$ cat src/rtl/tc_slot_arbiter.sv
// Round-robin arbiter that lends one shared period down-counter to NREQ requesters.
// Latency: grant one edge after request; grant/busy held P+1 cycles; done pulses on the edge that clears grant.
// Backpressure: requesters hold req until done; dropping req aborts the interval without a done pulse.
module tc_slot_arbiter #(
    parameter int NREQ     = 4,
    parameter int PERIOD_W = 7
) (
    input  logic                       clock,
    input  logic                       reset,
    input  logic [NREQ-1:0]            req,
    input  logic [NREQ*PERIOD_W-1:0]   period,
    output logic [NREQ-1:0]            grant,
    output logic [NREQ-1:0]            done,
    output logic                       busy,
    output logic [PERIOD_W-1:0]        count,
    output logic                       tc
);

    localparam int IW = (NREQ > 1) ? $clog2(NREQ) : 1;

    typedef enum logic {
        IDLE,
        RUN
    } state_t;

    state_t          state;
    logic [IW-1:0]   rr_ptr;
    logic [IW-1:0]   owner;
    logic [IW-1:0]   owner_nxt;
    logic [IW-1:0]   pick_idx;
    logic            pick_vld;

    // First requester at or after rr_ptr, ascending with wrap; descending scan so the nearest one wins.
    always_comb begin
        pick_vld = 1'b0;
        pick_idx = '0;
        for (int k = NREQ - 1; k >= 0; k--) begin
            if (req[(int'(rr_ptr) + k) % NREQ]) begin
                pick_vld = 1'b1;
                pick_idx = IW'((int'(rr_ptr) + k) % NREQ);
            end
        end
    end

    // Pointer value after the current owner releases the counter.
    always_comb begin
        owner_nxt = (int'(owner) == NREQ - 1) ? '0 : owner + IW'(1);
    end

    // Terminal count is only meaningful while an interval is running.
    always_comb begin
        tc = (state == RUN) && (count == '0);
    end

    // Arbitration, counter load/decrement and release; done is a one-edge pulse.
    always_ff @(posedge clock or negedge reset) begin
        if (!reset) begin
            state  <= IDLE;
            grant  <= '0;
            done   <= '0;
            busy   <= 1'b0;
            count  <= '0;
            rr_ptr <= '0;
            owner  <= '0;
        end else begin
            done <= '0;
            case (state)
                IDLE: begin
                    if (pick_vld) begin
                        grant <= {{(NREQ-1){1'b0}}, 1'b1} << pick_idx;
                        count <= period[pick_idx*PERIOD_W +: PERIOD_W];
                        owner <= pick_idx;
                        busy  <= 1'b1;
                        state <= RUN;
                    end
                end
                RUN: begin
                    // Abort wins over terminal count so an abandoned request never sees done.
                    if (!req[owner]) begin
                        grant  <= '0;
                        busy   <= 1'b0;
                        rr_ptr <= owner_nxt;
                        state  <= IDLE;
                    end else if (count == '0) begin
                        done   <= grant;
                        grant  <= '0;
                        busy   <= 1'b0;
                        rr_ptr <= owner_nxt;
                        state  <= IDLE;
                    end else begin
                        count <= count - 1'b1;
                    end
                end
                default: begin
                    state <= IDLE;
                end
            endcase
        end
    end

endmodule
$ cat config.mk
export PLATFORM = sky130hd
export DESIGN_NAME = tc_slot_arbiter
export DESIGN_NICKNAME = d
export VERILOG_FILES = /design/src/rtl/tc_slot_arbiter.sv
export SDC_FILE = /design/constraint.sdc
export NUM_CORES = 1
export LEC_CHECK = 0
export CORE_MARGIN = 3
export CORE_UTILIZATION = 50
export CTS_BUF_LIST = sky130_fd_sc_hd__clkbuf_8
export CTS_CLUSTER_SIZE = 8
export DETAILED_ROUTE_END_ITERATION = 8
export DONT_BUFFER_PORTS = 1
export HOLD_SLACK_MARGIN = 0.02
export PLACE_DENSITY = 0.66
export SLEW_MARGIN = 25
export SYNTH_ARGS = -nofsm -noshare
export SYNTH_HDL_FRONTEND = slang
export SYNTH_SLANG_ARGS = --single-unit
export TNS_END_PERCENT = 20
$ cat constraint.sdc
create_clock -name clock -period 2.57 [get_ports clock]
set_clock_uncertainty 0.2 [all_clocks]
set_input_delay 0.3855 -clock clock [delete_from_list [all_inputs] [get_ports clock]]
set_output_delay 0.3855 -clock clock [all_outputs]
set_load 0.005 [all_outputs]
### Word-level counts from Yosys, hierarchy flattened

Cells that the tools add are included.

* bits in latches: 0
* ROM bits: 0
* memories: 0
* bits in writable memories: 0
* register bits: 21

* $add $sub $neg: 5
* divide/modulo/power cells: 0
* multiplexer cells: 43
* multiply operators: 1
* bitwise logic cells: 4
* eq/ne operators: 6
* reductions and logical operators: 9
* $lt $le $gt $ge: 5
* shift-type cells: 2

Operator list (count)
* indexed part select 28 x 6 -> 7 bit: 1
* two-way mux 4 bit: 6
* two-way mux 7 bit: 3
* two-way mux 1 bit: 18
* two-way mux 2 bit: 7
* case mux 7 bit (2 select lines): 1
* < comparator 3 x 4 -> 1 bit, second input constant: 3
* binary-select mux 1 bit (select 2 bit): 5
* case mux 4 bit (2 select lines): 1
* zero test 7 bit: 1
* subtractor 7 x 1 -> 7 bit, second input constant: 1
* < comparator 2 x 3 -> 1 bit, second input constant: 2
* inequality test 2 bit, second input constant: 3
* AND reduction 2 bit: 3
* OR reduction 2 bit: 3
* multiplier 2 x 3 -> 5 bit, second input constant: 1
* adder 2 x 1 -> 2 bit, second input constant: 2
* adder 2 bit, second input constant: 2
* case mux 1 bit (2 select lines): 2
* left shift 1 x 2 -> 4 bit, first input constant: 1
* AND 1 bit, first input constant: 3
* inequality test 3 bit, second input constant: 1
* AND reduction 3 bit: 1
* equality test 2 x 1 -> 1 bit, second input constant: 1
* other kinds (3): 3

### Depth between registers and ports, before layout

* depth after elaboration: 14
* depth in mapped cells: 7
* mapped depth without buffers: 7

### Worst setup path after synthesis

Ideal clock, no wire load.

* path type: register -> register
* start: register count[0]
* end: register count[3]
* required time: 2.290 ns
* path buffers: 0
* path slack: 0.427 ns
* cell stages (with the launch flop): 8
* clock period less this slack: 2.143 ns
* setup time: 0.080 ns
* arrival: 1.863 ns
* cells stage by stage: dfrtp_1 inv_1 ha_1 or3b_2 nor4_2 and4b_4 mux2_4 o211ai_2

* word-level cells in the longest chain between the ends: 4
* elaborated cells on any way between the ends: 7
* those cells by class: 1 x add/sub; 1 x eq/ne; 3 x mux; 2 x reduce/logical

Ends and longest elaborated chain
* from (decl): RTL line 15 `output logic [PERIOD_W-1:0] count,`
* from (signal assigned): RTL line 71 `count <= period[pick_idx*PERIOD_W +: PERIOD_W];`
* from (signal assigned): RTL line 91 `count <= count - 1'b1;`
* subtractor 7 x 1 -> 7 bit: RTL line 91
* two-way mux 7 bit: RTL line 84 `end else if (count == '0) begin`
* two-way mux 7 bit: RTL line 79 `if (!req[owner]) begin`
* case mux 7 bit (2 select lines): RTL line 67 `case (state)`

Several ways; a longest one is shown, not always the timed one. The select of a mux whose other input is x is not followed.
A chain may end at the register's enable or synchronous reset.

### Worst setup path after layout

* start: register count[0]
* end: register grant[2]

* word-level cells in the longest chain between the ends: 3

Ends and longest elaborated chain
* zero test 7 bit: RTL line 84
* inequality test 3 bit (no line)
* AND reduction 2 bit (no line)
* to (signal assigned): RTL line 70 `grant <= {{(NREQ-1){1'b0}}, 1'b1} << pick_idx;`
* to (decl): RTL line 12 `output logic [NREQ-1:0] grant,`

Every way passes these cells.

==> impl_metrics.ini <==
[synthesis]
synth_area_leaders = dfrtp_1, mux2i_1, nand2_1
syn_avg_cell_area_um2 = 9.70
synth.cell_area_mm2 = 0.00150
ys_seq_area_share_pct = 34.9
synth_compound_area_share_pct = 21.8
synthMuxAreaShare_pct = 10.1
synth_area_leader_cell = dfrtp_1
syn_nets = 191
ys_async_sr_fraction_pct = 100
synth_cell_types = 53
synthXorXnorAreaFrac_pct = 0
synth_edf_count = 0
synth_cells = 155
ys_ff_latch = 21
synth_warnings = 0
synthAdderAreaFrac_pct = 1.66
synth_simple_gate_area_share_pct = 26.9
synth_top_family_by_area = simple AND/OR/NAND/NOR gates
ys.flop_type = dfrtp_1
yosys.area.top_type_share_pct = 34.9

[grt]
grt_usage_pct = 20.6
antenna_found_initial = 0
grt_max_degree = 22
grt_pass1_vias = 1165
grt_overflow = 0
grt_pass1_wl_mm = 5.72

[finish]
seq_area_um2 = 526
multi_input_area_um2 = 910
area_growth_pct = 5.24
final_cell_mix = dfrtp_1, nand2_1, mux2i_1
post-route-util_pct = 56.4
n_antenna_cell = 0
layoutNonFillerInstCount = 190
mostFrequentLayoutCell = dfrtp_1
n_fill_cell = 255
nets = 196
drive_gt1_share_pct = 14.5

[sta]
setup_tns_ns = 0
slew_headroom_pct = 58.7
tightestPinTransition_ns = 0.615
drv_slew = 0
post-route-period-util_pct = 93.8
fin_hold_ws_ns = 0.143
setup_violations = 0
fmax_mhz = 415
period_minus_slack_ns = 2.41
hold_viol = 0
rsz0062_at_grt = false

[floorplanning]
num_io_pins = 51
dieArea_mm2 = 0.00370
die_w_um = 60.8
start_util_pct = 53.6
die_y_um = 60.8
core_area_mm2 = 0.00281
num_rows = 19

[clock_tree]
clockRootBuffer = clkbuf_8
cts_tree = done
path_clk_slew_ns = 0.08
numCtsBuffers = 3
holdBufCountCts = 1
post_cts.repair.setup_buffers = 0
cts_buffer_depth = 2
clk_latency_ns = 0.26
cts.repair.resized = 0
clock_sinks = 21
cts.htree.levels = 1

[setup_path]
cp_max_fo = 6
max_stage_delay_ns = 0.49
startpoint = count[0]$_DFFE_PN0P_
path_cells = inv_1, ha_1, or3b_2, nor4_2, o21ai_1, and2_1, a32o_1
crit_type = reg -> reg
cp-end-kind = flip-flop
arrival_ns = 2.36
worstPathRequired_ns = 2.52
startpoint_type = flip-flop
crit_slowest_cell = or3b_2
worstReg2RegStart = count[0]$_DFFE_PN0P_

[outcome]
outcome = completed

[route]
drtAntennaViolNets = 0
drc = 0
wire_per_inst_um = 18.5
route.vias.total = 1261
drtPass1Iterations = 4
routed_wirelength_mm = 3.51
drt_iter0_markers = 51
avgViaCountPerCell = 6.64

[power]
power_mw = 1.81
powerDensity_mw_per_mm2 = 1140
p_leak_nw = 0.702
ir_drop_mv = 0.506

[hold_path]
holdCritStartpoint = period[24]
hold_path_class = in -> reg

[placement]
place_hpwl_mm = 2.72
io_buffers = 0
gp_congestion = 0.862
placed_cells = 184

[run]
max_cap_violations = 0
==> registers in the layout, summed over array words and instances, names as in the netlist <==
name    flops
state       1
grant       4
busy        1
count       7
owner       2
rr_ptr      2
done        4
==> layout make-up <==
type | instances | area share, %
tap | 31 | 2.45
clock inverter | 1 | 0.474
sequential | 21 | 33.2
clock buffer | 3 | 2.61
multi-input combinational | 122 | 57.5
timing repair buffer | 4 | 1.90
inverter | 8 | 1.90
==> power breakdown <==
group	total [mW]	switching [mW]	internal (mW)
clock	0.219	0.109	0.109
sequential	0.678	0.213	0.465
combinational	0.916	0.483	0.433
==> synthesized netlist by cell type, types with 2 or more instances <==
cell type / instances
a211oi_2: 2
o21ai_0: 7
o2bb2ai_1: 2
nand3b_1: 4
a21oi_1: 4
o21ai_1: 2
a21o_1: 3
and3_1: 5
o221ai_1: 4
a32o_1: 2
ha_1: 2
o32ai_1: 2
mux2i_1: 10
nand4b_1: 4
nor2_1: 6
or2_2: 2
nor3_1: 2
nand2b_1: 3
or2b_1: 3
nand3_1: 5
inv_1: 8
a21boi_0: 3
dfrtp_1: 21
and2_1: 6
buf_4: 2
nand2_1: 14
==> path summary, 6_finish.rpt <==
kind / endpoint / slack (ns) / cells past startpoint
max: grant[2]$_DFFE_PN0P_ / 0.16 / 7
min: count[3]$_DFFE_PN0P_ / 0.14 / 2
max reg2reg: grant[2]$_DFFE_PN0P_ / 0.16 / 7
min reg2reg: busy$_DFFE_PN0P_ / 0.33 / 2
max in group asynchronous: rr_ptr[0]$_DFFE_PN0P_ / 1.44 / 2
min in group asynchronous: done[3]$_DFF_PN0_ / 0.42 / 2
==> cell families (layout without fill, tap and decap cells) <==
group	count (synthesis)	after routing
flops	21	21
mux	13	13
compound gates	41	41
fa+ha+maj	2	2
simple gates	66	66
buf+inv	12	16
==> routing by layer <==
| metal | GRT usage, % | wire length, µm |
|---|---|---|
| met5 | 0 | 0 |
| met4 | 6.50 | 48 |
| met3 | 2.55 | 343 |
| met2 | 34.0 | 1690 |
| met1 | 28.0 | 1430 |
==> per-stage QoR <==
stage | setup slack [ns] | area [µm²]
detailed placement | 0.191 | 1520
global placement | 0.263 | 1520
floorplan | 0.427 | 1500
finish | 0.159 | 1580
global route | 0.0543 | 1580
CTS | 0.151 | 1580
==> critical path: cells and delay by family (launching register included) <==
kind	cells	cell delay [ns]
simple gates	3	0.95
flops	1	0.45
compound gates	2	0.41
fa+ha+maj	1	0.21
buf+inv	1	0.08
No activity file was read; power rests on OpenSTA's default activity.
